===== config.mk =====
export PLATFORM = sky130hd
export DESIGN_NAME = bp_me_lite_gearbox_stream
export DESIGN_NICKNAME = d
export VERILOG_FILES = /design/src/rtl/bp_me_lite_gearbox_stream.sv
export SDC_FILE = /design/constraint.sdc
export NUM_CORES = 1
export LEC_CHECK = 0
export CAP_MARGIN = 25
export CORE_AREA = 3 3 261 263
export DETAILED_ROUTE_END_ITERATION = 7
export DIE_AREA = 0 0 264 266
export GPL_ROUTABILITY_DRIVEN = 0
export PLACE_DENSITY_LB_ADDON = 0.1
export SLEW_MARGIN = 20
export SYNTH_ARGS = -nofsm -noshare
export SYNTH_HDL_FRONTEND = slang
export SYNTH_SLANG_ARGS = --single-unit
export TNS_END_PERCENT = 50

===== constraint.sdc =====
create_clock -name clk_i -period 29.7 [get_ports clk_i]
set_input_delay 5.94 -clock clk_i [delete_from_list [all_inputs] [get_ports clk_i]]
set_output_delay 5.94 -clock clk_i [all_outputs]
set_load 0.05 [all_outputs]

===== src/rtl/bp_me_lite_gearbox_stream.sv =====
// rtl/bp_me_lite_gearbox_stream.sv - registered memory-message width converter (serialise / gather)
module bp_me_lite_gearbox_stream #(
    parameter int paddr_width_p    = 40,
    parameter int msg_type_width_p = 4,
    parameter int size_width_p     = 3,
    parameter int in_data_width_p  = 512,
    parameter int out_data_width_p = 64,
    parameter logic [(1<<msg_type_width_p)-1:0] payload_mask_p = '0,
    localparam int header_width_lp = msg_type_width_p + size_width_p + paddr_width_p
) (
    input  logic                        clk_i,
    input  logic                        reset_n_i,
    input  logic [header_width_lp-1:0]  mem_header_i,
    input  logic [in_data_width_p-1:0]  mem_data_i,
    input  logic                        mem_v_i,
    output logic                        mem_ready_and_o,
    output logic [header_width_lp-1:0]  mem_header_o,
    output logic [out_data_width_p-1:0] mem_data_o,
    output logic                        mem_v_o,
    input  logic                        mem_ready_and_i,
    output logic                        mem_last_o
);

    localparam int AW  = paddr_width_p;
    localparam int SW  = size_width_p;
    localparam int TW  = msg_type_width_p;
    localparam int HW  = header_width_lp;
    localparam int W   = (in_data_width_p > out_data_width_p) ? in_data_width_p : out_data_width_p;
    localparam int N   = (in_data_width_p > out_data_width_p) ? out_data_width_p : in_data_width_p;
    localparam int R   = W / N;
    localparam int NB  = $clog2(N / 8);
    localparam int LGR = $clog2(R);
    localparam int CW  = (LGR > 0) ? LGR : 1;
    localparam int LGW = (LGR > 0) ? $clog2(LGR + 1) : 1;

    typedef enum logic {S_IDLE, S_SEND} state_e;

    // log2 of the narrow-side beat count of a message, capped at log2(R)
    function automatic logic [LGW-1:0] beats_lg(input logic [HW-1:0] h);
        int sz;
        int typ;
        int d;
        sz  = int'(h[AW +: SW]);
        typ = int'(h[AW+SW +: TW]);
        d   = 0;
        if (payload_mask_p[typ] && sz > NB) d = sz - NB;
        if (d > LGR) d = LGR;
        return LGW'(d);
    endfunction

    if (in_data_width_p > out_data_width_p) begin : g_down
        state_e            state_r, state_n;
        logic [HW-1:0]     hdr_r;
        logic [W-1:0]      data_r;
        logic [CW-1:0]     cnt_r;
        logic [LGW-1:0]    lg_r;
        logic              last_beat;

        assign last_beat       = (int'(cnt_r) == (1 << lg_r) - 1);
        assign mem_ready_and_o = (state_r == S_IDLE) && reset_n_i;
        assign mem_v_o         = (state_r == S_SEND);
        assign mem_last_o      = mem_v_o && last_beat;
        assign mem_header_o    = {hdr_r[HW-1:AW], hdr_r[AW-1:0] + AW'(int'(cnt_r) * (N / 8))};
        assign mem_data_o      = data_r[int'(cnt_r)*N +: N];

        // state register
        always_ff @(posedge clk_i or negedge reset_n_i) begin
            if (!reset_n_i) state_r <= S_IDLE;
            else            state_r <= state_n;
        end

        // accept one wide message, then emit its beats until the last one leaves
        always_comb begin
            state_n = state_r;
            case (state_r)
                S_IDLE: if (mem_v_i)                       state_n = S_SEND;
                S_SEND: if (mem_ready_and_i && last_beat)  state_n = S_IDLE;
                default:                                   state_n = S_IDLE;
            endcase
        end

        // beat counter, advanced on each output handshake
        always_ff @(posedge clk_i or negedge reset_n_i) begin
            if (!reset_n_i)                 cnt_r <= '0;
            else if (state_r == S_IDLE)     cnt_r <= '0;
            else if (mem_ready_and_i)       cnt_r <= last_beat ? '0 : cnt_r + 1'b1;
        end

        // payload capture; contents are meaningless until the first message arrives
        always_ff @(posedge clk_i) begin
            if (state_r == S_IDLE && mem_v_i) begin
                hdr_r  <= mem_header_i;
                data_r <= mem_data_i;
                lg_r   <= beats_lg(mem_header_i);
            end
        end
    end else if (in_data_width_p < out_data_width_p) begin : g_up
        state_e            state_r, state_n;
        logic [HW-1:0]     hdr_r;
        logic [W-1:0]      buf_r;
        logic [CW-1:0]     cnt_r;
        logic [LGW-1:0]    lg_r;
        logic [LGW-1:0]    lg_cur;
        logic              last_in;

        // the first beat defines the message length; later headers are ignored
        assign lg_cur          = (cnt_r == '0) ? beats_lg(mem_header_i) : lg_r;
        assign last_in         = (int'(cnt_r) == (1 << lg_cur) - 1);
        assign mem_ready_and_o = (state_r == S_IDLE) && reset_n_i;
        assign mem_v_o         = (state_r == S_SEND);
        assign mem_last_o      = mem_v_o;
        assign mem_header_o    = hdr_r;

        // short messages are replicated across the whole wide word
        always_comb begin
            mem_data_o = '0;
            for (int j = 0; j < R; j++) begin
                mem_data_o[j*N +: N] = buf_r[(j & ((1 << lg_r) - 1))*N +: N];
            end
        end

        // state register
        always_ff @(posedge clk_i or negedge reset_n_i) begin
            if (!reset_n_i) state_r <= S_IDLE;
            else            state_r <= state_n;
        end

        // gather beats until the last one, then hold the wide word until taken
        always_comb begin
            state_n = state_r;
            case (state_r)
                S_IDLE: if (mem_v_i && last_in)  state_n = S_SEND;
                S_SEND: if (mem_ready_and_i)     state_n = S_IDLE;
                default:                         state_n = S_IDLE;
            endcase
        end

        // lane counter, advanced on each input handshake
        always_ff @(posedge clk_i or negedge reset_n_i) begin
            if (!reset_n_i)                          cnt_r <= '0;
            else if (state_r == S_IDLE && mem_v_i)   cnt_r <= last_in ? '0 : cnt_r + 1'b1;
        end

        // lane write plus first-beat header capture
        always_ff @(posedge clk_i) begin
            if (state_r == S_IDLE && mem_v_i) begin
                buf_r[int'(cnt_r)*N +: N] <= mem_data_i;
                if (cnt_r == '0) begin
                    hdr_r <= mem_header_i;
                    lg_r  <= lg_cur;
                end
            end
        end
    end else begin : g_bypass
        state_e                     state_r, state_n;
        logic [HW-1:0]              hdr_r;
        logic [in_data_width_p-1:0] data_r;

        assign mem_ready_and_o = (state_r == S_IDLE) && reset_n_i;
        assign mem_v_o         = (state_r == S_SEND);
        assign mem_last_o      = mem_v_o;
        assign mem_header_o    = hdr_r;
        assign mem_data_o      = data_r;

        // state register
        always_ff @(posedge clk_i or negedge reset_n_i) begin
            if (!reset_n_i) state_r <= S_IDLE;
            else            state_r <= state_n;
        end

        // single-entry register slice
        always_comb begin
            state_n = state_r;
            case (state_r)
                S_IDLE: if (mem_v_i)          state_n = S_SEND;
                S_SEND: if (mem_ready_and_i)  state_n = S_IDLE;
                default:                      state_n = S_IDLE;
            endcase
        end

        // message capture
        always_ff @(posedge clk_i) begin
            if (state_r == S_IDLE && mem_v_i) begin
                hdr_r  <= mem_header_i;
                data_r <= mem_data_i;
            end
        end
    end

endmodule


==> metrics.md, run 1 <==
| Metric | Value |
|---|---|
| Post-layout net count | 2216 |
| Detail Route Antenna Nets | 0 |
| Yosys reg bits | 563 |
| EDFF count, synth | 559 |
| Req. time, crit path | 23.76 ns |
| Post-synthesis instance area | 21700 um2 |
| Cts bufs inserted | 66 |
| Yosys cell types | 35 |
| Max FO, Critical Path | 5 |
| # H-tree levels | 3 |
| Die H | 266 um |
| Worst setup endpoint | mem_ready_and_o |
| Worst path depth | 3 |
| Hold Crit Start | mem_v_o |
| GRT overflow | 0 |
| Reg2reg start | mem_v_o |
| Most frequent CP cell | clkdlybuf4s50_1 |
| Status | completed |
| TNS Setup | 0 ns |
| Initial DRC Count | 712 |
| First-pass GRT wire length | 90.5 mm |
| TritonCTS clock tree | built |
| Final slew viol count | 0 |
| Post-DP HPWL | 46.7 mm |
| Layout area overhead | 45.4% |
| Clock Path Buffers | 3 |
| Vias/cell | 4.64 |
| Clk network pwr share | 39.9% |
| CP Launch Type | primary input |
| Max-slew headroom | 31.5% |
| Final setup vio count | 0 |
| Post-layout min period | 13.47 ns |
| Final WL | 63.8 mm |
| Post-route DRC | 0 |
| Comb pwr share | 9.9% |
| # hold bufs at CTS | 0 |
| Internal Dissipation | 1.48 mW |
| Count leader, synth | edfxtp_1 |
| Yosys warns | 0 |
| Top delay family on crit path | buffers and inverters |
| Final hold violation count | 0 |
| CP Cell Sequence | clkdlybuf4s50_1 > nor2b_1 > clkdlybuf4s50_1 |
| Worst path slowest cell | clkdlybuf4s50_1 |
| Die area | 70200 um2 |
| CP bufs+invs | 2 |
| PD cells | 60.4 nW/um2 |
| Vias | 12.0k |
| Core Rows | 94 |
| Arrival time at the worst endpoint | 7.53 ns |
| Initial Utilization | 32.9% |
| Core ar. | 65900 um2 |
| Synth Area per Inst | 23.1 um2 |
| Worst Reg-to-Reg Cells | 4 |
| Crit path launch | reset_n_i |
| Crit path largest cell delay | 0.81 ns |
| Resized cells post-CTS | 0 |
| Synthesized instance count | 936 |
| Reg clk slew, reported paths | 0.06 ns |
| Clock latency on the worst-skew pair | 0.59 ns |
| CTS sink count | 563 |
| Per-cell routed wire length | 24.8 um |
| Seq/Total Area, Yosys | 78.0% |
| Die Width | 264 um |
| P_leak | 10.1 nW |
| Final core utilization | 47.8% |
| Most used DFF post-synth | edfxtp_1 |
| CP endpoint kind | output pin |
| Layout cells sized above 1 | 18.0% |
| Root Buffer | clkbuf_16 |
| Sw frac | 22.0% |
| VDD IR max | 0.0485 mV |
| Synth area leaders | edfxtp_1 (77%), mux4_2 (13%), mux2_2 (3.3%) |
| Vias in the first global route | 13.1k |
| Fmax | 74.3 MHz |
| Unrepaired setup endpoints after global routing | no |
| Dominant cell type by area after synthesis | edfxtp_1 |
| Dpl ws | 16.23 ns |
| Async set-reset flop share out of synthesis | 0.710% |
| Post-CTS setup buffer count | 0 |
| Critical path class | in -> out |
| Min-delay worst type | reg -> reg |
| Worst R2R End | g_down.data_r[355] |
| Clock Skew | 0.0131 ns |
| Mapped Nets | 1505 |
| GRT Util Overall | 17.9% |
| Switching pwr | 419 uW |
| Fin worst setup slack | 16.23 ns |
| Top-area cell type share of the netlist area | 77.5% |
| I/O pin count | 677 |
| Post-synth top cells | edfxtp_1 (559), mux4_2 (128), mux2_2 (64) |
| Initial antenna violation count | 31 |
| Pin count of the biggest net entering global routing | 173 |
| Reg2reg setup slack | 25.58 ns |
| Sequential power share | 50.2% |
| Total iterations of the first detailed-routing run | 5 |
| Period utilisation layout | 45.3% |
| Max-cap viol count | 0 |
| Port buffer count | 676 |
| Actual slew at the worst max-slew pin | 1.03 ns |
[power groups by stage]
| stage | combinational (mW) | clock, mW | sequential [mW] |
|---|---|---|---|
| floorplan | 0.0792 | 0 | 0.998 |
| global placement | 0.187 | 0 | 0.970 |
| detailed placement | 0.190 | 0 | 0.972 |
| CTS | 0.191 | 0.786 | 0.956 |
| global route | 0.199 | 0.821 | 0.959 |
| finish | 0.188 | 0.758 | 0.955 |
[kinds of logic (layout without fill, tap and decap cells)]
kind of cell,after synthesis,in the layout,share of synthesized area [%]
AO/OA/AOI/OAI,9,9,0.248
XOR/XNOR,35,35,1.42
adder cells (fa/ha/maj),6,6,0.381
buffers and inverters,48,808,1.08
flip-flops,563,563,78.0
multiplexers,192,192,16.6
other,0,16,0
AND/OR/NAND/NOR,83,83,2.29
[sequential cells by signal, summed over array words and instances (netlist names)]
register,count
g_down.cnt_r,3
g_down.data_r,512
g_down.hdr_r,47
mem_v_o,1
[worst min-delay path by stage]
stage,endpoint,cells after the start,slack [ns]
floorplan,g_down.cnt_r[1],3,0.70
detailed placement,g_down.cnt_r[0],1,0.66
global route,g_down.cnt_r[0],1,0.71
global placement,g_down.cnt_r[0],1,0.66
CTS,g_down.cnt_r[0],1,0.67
finish,g_down.cnt_r[0],1,0.68
[stage by stage]
| step | total power, mW | hold slack, ns | instances | cell area [um2] |
|---|---|---|---|---|
| 2_1_floorplan | 1.08 | 0.698 | 936 | 21700 |
| 3_3_place_gp | 1.16 | 0.658 | 2442 | 29400 |
| 3_5_place_dp | 1.16 | 0.665 | 2442 | 29400 |
| 4_1_cts | 1.93 | 0.673 | 2559 | 31400 |
| 5_1_grt | 1.98 | 0.710 | 2569 | 31500 |
| 6_report | 1.90 | 0.676 | 2576 | 31500 |
[layer usage]
metal,up-vias,wire length [um],track usage [%]
met5,-,216,0
li1,5390,-,-
met2,428,34000,31.8
met4,32,1400,5.75
met1,5995,22300,19.3
met3,106,6000,7.42
[worst register-to-register path: cells and delay by family, from the launching register on]
kind,cells,cell delay (ns)
buf+inv,3,2.63
simple gates,1,0.60
flops,1,0.49
[area by class of cell]
| class | instances | area, um2 |
|---|---|---|
| clock inverter | 35 | 284 |
| sequential | 563 | 16900 |
| multi-input combinational | 325 | 4550 |
| inverter | 2 | 7.51 |
| clock buffer | 82 | 1730 |
| fill | 5513 | 34400 |
| timing repair buffer | 689 | 6900 |
| antenna | 16 | 40.0 |
| tap | 864 | 1080 |
[layout by cell type, fill, tap and decap left out, types with 3 or more instances in the layout]
master / n
clkdlybuf4s50_1: 676
edfxtp_1: 559
mux4_2: 128
clkbuf_16: 67
mux2_2: 64
xnor2_1: 24
diode_2: 16
clkinv_1: 16
clkbuf_1: 15
nand3_1: 14
nand4_1: 13
nand2_1: 12
xor2_1: 11
buf_4: 11
clkinv_2: 9
nor4_1: 6
a21oi_1: 5
and2_1: 5
and3_1: 5
nor2_1: 5
ha_1: 5
and4_2: 4
nor2b_1: 4
clkinv_8: 4
and4_1: 3
nor3_1: 3
bufinv_16: 3
dfrtp_4: 3
Note: power is estimated with default switching activity, not from simulation.
==> run 2, diff against run 1 <==
==> constraint.sdc (replaced) <==
create_clock -name clk_i -period 12.45 [get_ports clk_i]
set_input_delay 2.49 -clock clk_i [delete_from_list [all_inputs] [get_ports clk_i]]
set_output_delay 2.49 -clock clk_i [all_outputs]
set_load 0.05 [all_outputs]
==> metrics.md, run 2 (synthesis gave the netlist of run 1 again) <==
| Metric | Value |
|---|---|
| Worst path slowest cell | dfrtp_4 |
| Clock Path Buffers | 3 |
| Cts bufs inserted | 61 |
| Final WL | 63.2 mm |
| Max-cap viol count | 0 |
| Min-delay worst type | reg -> reg |
| GR Util met2 | 31.4% |
| Core Rows | 94 |
| Most frequent CP cell | buf_4 |
| I/O pin count | 677 |
| GRT overflow | 0 |
| Post-CTS setup buffer count | 0 |
| Post-DP HPWL | 46.4 mm |
| Port buffer count | 676 |
| CP bufs+invs | 3 |
| Reg2reg start | mem_v_o |
| Final setup vio count | 0 |
| Most flops, register | g_down.data_r |
| # hold bufs at CTS | 0 |
| Multi-input logic area | 4550 um2 |
| Fmax | 143 MHz |
| Power Total | 4.48 mW |
| Vias in the first global route | 13.0k |
| Largest registers | g_down.data_r x512, g_down.hdr_r x47, g_down.cnt_r x3 |
| Root Buffer | clkbuf_16 |
| Die area | 70200 um2 |
| First-pass GRT wire length | 89.1 mm |
| VDD IR max | 0.124 mV |
| PD cells | 143 nW/um2 |
| Arrival time at the worst endpoint | 4.51 ns |
| Critical path class | reg -> out |
| Post-route DRC | 0 |
| Final slew viol count | 0 |
| Unrepaired setup endpoints after global routing | no |
| Initial antenna violation count | 27 |
| TNS Setup | 0 ns |
| Detail Route Antenna Nets | 0 |
| CP Cell Sequence | buf_4 > buf_4 > mux4_2 > mux2_2 > clkdlybuf4s50_1 |
| Clock Skew | 0.0224 ns |
| Most frequent cells in the layout | clkdlybuf4s50_1 (676), edfxtp_1 (559), mux4_2 (128) |
| Max-slew headroom | 26.2% |
| Filler cells | 5535 |
| Total iterations of the first detailed-routing run | 5 |
| Crit path launch | g_down.cnt_r[0] |
| Hold Crit Start | mem_v_o |
| Top delay family on crit path | buffers and inverters |
| Post-layout net count | 2211 |
| Max FO, Critical Path | 40 |
| # H-tree levels | 2 |
| Clock latency on the worst-skew pair | 0.62 ns |
| Status | completed |
| CTS sink count | 563 |
| Crit path largest cell delay | 0.78 ns |
| Vias | 12.0k |
| Layout area overhead | 45.0% |
| Met1 Use GR | 19.2% |
| Vias/cell | 4.66 |
| Seq. cell area | 16900 um2 |
| Actual slew at the worst max-slew pin | 1.10 ns |
| CP Launch Type | flip-flop |
| Final hold violation count | 0 |
| Layout cells sized above 1 | 18.3% |
| Most common cell after layout, fill and taps aside | clkdlybuf4s50_1 |
| Die Width | 264 um |
| CP endpoint kind | output pin |
| M3 GR Usage | 6.46% |
| Initial DRC Count | 760 |
| Period utilisation layout | 56.2% |
| Post-layout min period | 7.00 ns |
| Pin count of the biggest net entering global routing | 177 |
| TritonCTS clock tree | built |
| Per-cell routed wire length | 24.5 um |
| Initial Utilization | 32.9% |
| GR peak layer | met2 |
| GRT Util Overall | 17.5% |
| Resized cells post-CTS | 0 |
| Max FFs per register | 512 |
| P_leak | 10.1 nW |
| Req. time, crit path | 9.96 ns |
| Die H | 266 um |
| Core ar. | 65900 um2 |
| Reg clk slew, reported paths | 0.06 ns |
run 2: layout make-up:
cell class / instances / share of cell area [%]
clock buffer: 76 / 5.17
multi-input combinational: 325 / 14.5
sequential: 563 / 53.8
timing repair buffer: 689 / 21.9
inverter: 2 / 0.0239
antenna: 16 / 0.128
clock inverter: 40 / 1.04
tap: 864 / 3.44
run 2: final timing paths:
path | endpoint | slack, ns | cells after the start
setup / recovery | mem_data_o[35] | 5.45 | 5
hold / removal | g_down.cnt_r[0] | 0.65 | 1
setup reg to reg | g_down.data_r[511] | 9.39 | 3
hold reg to reg | g_down.cnt_r[0] | 0.65 | 1
max in group asynchronous | g_down.cnt_r[1] | 10.09 | 1
min in group asynchronous | g_down.cnt_r[0] | 2.12 | 1
run 2: where the power goes:
| group | switching [mW] | internal (mW) | total, mW |
|---|---|---|---|
| logic | 0.208 | 0.239 | 0.447 |
| clock network | 0.749 | 1.01 | 1.76 |
| registers | 0.0367 | 2.24 | 2.28 |
| total | 0.993 | 3.49 | 4.48 |
run 2: metrics by stage:
step	cell area [um2]	std cells	hold WS, ns	setup slack (ns)	util, %
global placement	29400	2443	0.643	5.90	44.7
finish	31400	2575	0.650	5.45	47.7
CTS	31400	2559	0.655	5.21	47.6
floorplan	21700	936	0.698	1.18	-
global route	31400	2571	0.676	4.98	47.7
detailed placement	29400	2443	0.650	5.83	44.7
run 2: routing by layer:
metal	up-vias	share of wire, %
met2	417	54
met3	95	8.6
li1	5381	-
met4	22	2.1
met1	6097	35
met5	-	0.23
==> run 3, diff against run 2 <==
==> constraint.sdc (replaced) <==
create_clock -name clk_i -period 6.7 [get_ports clk_i]
set_input_delay 1.34 -clock clk_i [delete_from_list [all_inputs] [get_ports clk_i]]
set_output_delay 1.34 -clock clk_i [all_outputs]
set_load 0.05 [all_outputs]
==> metrics.md, run 3 (synthesis gave the netlist of run 1 again) <==
| Metric | Value |
|---|---|
| Period utilisation layout | 78.6% |
| Unrepaired setup endpoints after global routing | no |
| VDD IR max | 0.228 mV |
| Filler cells | 5553 |
| Clock latency on the worst-skew pair | 0.62 ns |
| Post-layout net count | 2210 |
| CP Cell Sequence | ha_1 > a21oi_1 > a211oi_1 > nand4_1 > xnor2_1 > clkdlybuf4s50_1 |
| First-pass GRT wire length | 90.2 mm |
| Post-layout min period | 5.26 ns |
| Worst path slowest cell | clkdlybuf4s50_1 |
| Final slew viol count | 0 |
| Crit path largest cell delay | 0.88 ns |
| Post-CTS setup buffer count | 0 |
| Resized cells post-CTS | 0 |
| Multi-input logic area | 4550 um2 |
| Clock Path Buffers | 3 |
| Reg clk slew, reported paths | 0.06 ns |
| Root Buffer | clkbuf_16 |
| Status | completed |
| TritonCTS clock tree | built |
| Crit path launch | g_down.cnt_r[2] |
| Min-delay worst type | reg -> reg |
| Worst R2R End | g_down.data_r[427] |
| Top delay family on crit path | buffers and inverters |
| Most flops, register | g_down.data_r |
| DP Area | 29500 um2 |
| Core Rows | 94 |
| Clock Skew | 0.0160 ns |
| Final setup vio count | 0 |
| Port buffer count | 676 |
| Final hold violation count | 0 |
| Max FFs per register | 512 |
| Largest registers | g_down.data_r x512, g_down.hdr_r x47, g_down.cnt_r x3 |
| Final WL | 63.1 mm |
| Total iterations of the first detailed-routing run | 4 |
| Critical path class | reg -> out |
| GRT overflow | 0 |
| CP endpoint kind | output pin |
| Die H | 266 um |
| Fmax | 190 MHz |
| # hold bufs at CTS | 0 |
| Vias in the first global route | 13.2k |
| CTS sink count | 563 |
| Vias/cell | 4.67 |
| Req. time, crit path | 5.36 ns |
| Post-route DRC | 0 |
| Seq. cell area | 16900 um2 |
| Max-slew headroom | 34.7% |
| P_leak | 10.1 nW |
| Most frequent cells in the layout | clkdlybuf4s50_1 (676), edfxtp_1 (559), mux4_2 (128) |
| Die Width | 264 um |
| Reg2reg start | mem_v_o |
| Most common cell after layout, fill and taps aside | clkdlybuf4s50_1 |
| I/O pin count | 677 |
| Pin count of the biggest net entering global routing | 158 |
| Worst Reg-to-Reg Cells | 3 |
| Initial Utilization | 32.9% |
| Die area | 70200 um2 |
| Fin area | 31400 um2 |
| Core ar. | 65900 um2 |
| Initial DRC Count | 715 |
| Arrival time at the worst endpoint | 3.92 ns |
| Layout cells sized above 1 | 17.7% |
| Actual slew at the worst max-slew pin | 0.972 ns |
| Worst setup endpoint | mem_header_o[30] |
| Max-cap viol count | 0 |
| Layout area overhead | 45.1% |
| Post-DP HPWL | 46.0 mm |
| # H-tree levels | 2 |
| Detail Route Antenna Nets | 0 |
| Cts bufs inserted | 61 |
| Per-cell routed wire length | 24.6 um |
| PD cells | 267 nW/um2 |
| Final core utilization | 47.7% |
| Worst path depth | 6 |
| Initial antenna violation count | 23 |
| CP Launch Type | flip-flop |
| TNS Setup | 0 ns |
| Vias | 12.0k |
| Max FO, Critical Path | 34 |
| CP bufs+invs | 1 |
| Reg2reg setup slack | 4.27 ns |
| GRT Util Overall | 17.6% |
==> run 3: how the worst min path moves through the flow <==
stage                    start               to  slack (ns)  cells past startpoint
6_report               mem_v_o  g_down.cnt_r[0]        0.69                      1
5_1_grt                mem_v_o  g_down.cnt_r[0]        0.75                      1
3_3_place_gp           mem_v_o  g_down.cnt_r[0]        0.67                      1
2_1_floorplan  g_down.cnt_r[2]  g_down.cnt_r[1]        0.70                      3
4_1_cts                mem_v_o  g_down.cnt_r[0]        0.70                      1
3_5_place_dp           mem_v_o  g_down.cnt_r[0]        0.70                      1
==> run 3: layout make-up <==
| class | count | area share [%] |
|---|---|---|
| timing repair buffer | 688 | 22.0 |
| multi-input combinational | 325 | 14.5 |
| antenna | 13 | 0.103 |
| sequential | 563 | 53.7 |
| clock buffer | 79 | 5.07 |
| inverter | 2 | 0.0239 |
| tap | 864 | 3.44 |
| clock inverter | 34 | 1.13 |
==> run 3: where the power goes <==
group	internal (mW)	switching, mW	leakage (nW)
Sequential	4.17	0.0665	5.27
Combinational	0.448	0.385	3.90
Clock	1.94	1.38	0.948
==> run 3: per-layer routing <==
metal / global-route usage (%) / vias up / part of all wire, % / wire, um
met4: 4.73 / 20 / 2.3 / 1430
met2: 32.3 / 434 / 54 / 34200
met1: 18.9 / 6048 / 34 / 21700
met3: 6.84 / 110 / 9.0 / 5710
met5: 0 / - / 0.20 / 126
li1: - / 5376 / - / -
==> run 3: worst register-to-register path: cells and delay by family, from the launching register on <==
family | cells | cell delay (ns)
and+or+nand+nor | 1 | 0.40
DFF | 1 | 0.50
buffers and inverters | 2 | 0.97
==> run 3: stage by stage <==
step	setup WS (ns)	std cells	total power [mW]	hold WS, ns
global placement	2.02	2442	5.14	0.672
CTS	1.29	2555	8.52	0.704
floorplan	-3.42	936	4.71	0.698
finish	1.44	2568	8.39	0.689
detailed placement	1.98	2442	5.15	0.697
global route	1.16	2561	8.72	0.748
==> variant (config.mk and constraints of run 2) <==
`msg_type_width_p`: 4 -> 3.
--- a/src/rtl/bp_me_lite_gearbox_stream.sv
+++ b/src/rtl/bp_me_lite_gearbox_stream.sv
@@ -3,3 +3,3 @@
     parameter int paddr_width_p    = 40,
-    parameter int msg_type_width_p = 4,
+    parameter int msg_type_width_p = 3,
     parameter int size_width_p     = 3,
Ports: changed (resized mem_header_i and mem_header_o); port bits go from 677 to 675. The function was not compared with the original's and may differ.
==> variant against run 2 <==
Non-clock buffer count shrank 4. Total power grew 1.3%. Die area is the same. Clock power grew 3%. Setup slack lost 0.17 ns. Sequential share of layout area shrank 0.15 points. Wire length grew 0.68%. Sequential cell count shrank 1. Design area is essentially flat. Area after synthesis shrank 0.17%. Cell count shrank 0.12%.
==> variant: results (changes against run 2) <==
outcome=finished, final reports clean; grt met1 use=0.1982 (+0.006294); Slew Limit Headroom=0.2243 (-0.03761); Port Buffers=674 (-0.30%); DR WL met3=5440 um (-0.42%); met3 usage=0.06815 (+0.003509); nets=2210 (-0.045%); Max Clock Skew=0.01769 ns (-0.004673 ns); DR WL met2=33970 um (about the same); routed len/inst=24.73 um (+0.80%); GRT Total Usage=0.1782 (+0.003439); M2 GR Usage=0.3158 (+0.001337); ratio of cells with drive above 1 in the final layout=0.1761 (-0.006768); CTS Buf Count=66 (+8.2%); reg2reg path depth=4 (+1); Pint=3554 uW (+1.8%); top post-synthesis cells by area=edfxtp_1 (77%), mux4_2 (13%), mux2_2 (3.3%); Fmax=0.1395 GHz (-2.4%); placed instance area=29360 sq um (-0.18%); final core occ=0.4772 (about the same); Setup crit start=g_down.cnt_r[1]$_DFFE_PN0P_; Synth Area per Inst=23.15 sq um (about the same); Cell Area, Synth=21620 sq um (-0.17%); syn_nets=1502 (-0.20%); first-pass GRT wire length=90530 um (+1.6%); P_leak=0.01012 uW (about the same); DRT met1 WL=22690 um (+2.0%); max incr delay on CP=0.89 ns (+0.11 ns); HPWL Detailed=46670 um (+0.63%); Starting DRT DRC Count=919 (+21%); most frequent cells after synthesis=edfxtp_1 (558), mux4_2 (128), mux2_2 (64); largest net degree at the start of global routing=189 (+6.8%); biggest regs=g_down.data_r x512, g_down.hdr_r x46, g_down.cnt_r x3; H-tree level count=3 (+1); share of flip-flops with an asynchronous set or reset=0.007117 (+0.00001264); DR pass1 iterations=7 (+2); FF-to-FF End=g_down.data_r[159]$_DFFE_PP_; fill cell count=5582 (+0.85%); Post-Layout Cell Count=2572 (-0.12%); CP top delay family=buffers and inverters; DP Worst Slack=5.698 ns (-0.1336 ns); vias in the first global route=13.03k (+0.23%); worst skew pair latency=0.58 ns (-0.04 ns); initial antenna violation count=29 (+7.4%); Cells after DPL=2438 (-0.20%); vias post-DR=12.12k (+0.89%)
-- variant: cells by family after synthesis --
family / after synthesis / share of synthesized area
multiplexers: 192 / 0.1666
AND/OR/NAND/NOR: 83 / 0.02291
XOR/XNOR: 35 / 0.01418
buffers and inverters: 47 / 0.01047
flip-flops: 562 / 0.7795
adder cells (fa/ha/maj): 6 / 0.003819
AO/OA/AOI/OAI: 9 / 0.002488
-- variant: cell type report --
cell class,instances,share of cell area
Sequential cell,562,0.5367
Timing Repair Buffer,685,0.2181
Multi-Input combinational cell,325,0.1447
Clock buffer,90,0.05709
Tap cell,864,0.03440
Clock inverter,28,0.007524
Antenna cell,16,0.001274
Inverter,2,0.0002389
-- variant: power by group through the flow --
| stage | Sequential (uW) | Clock, uW | Combinational, uW |
|---|---|---|---|
| finish | 2280 | 1820 | 445 |
| global route | 2290 | 1960 | 469 |
| CTS | 2280 | 1880 | 451 |
| detailed placement | 2320 | 0 | 449 |
| global placement | 2310 | 0 | 444 |
| floorplan | 2340 | 0 | 188 |
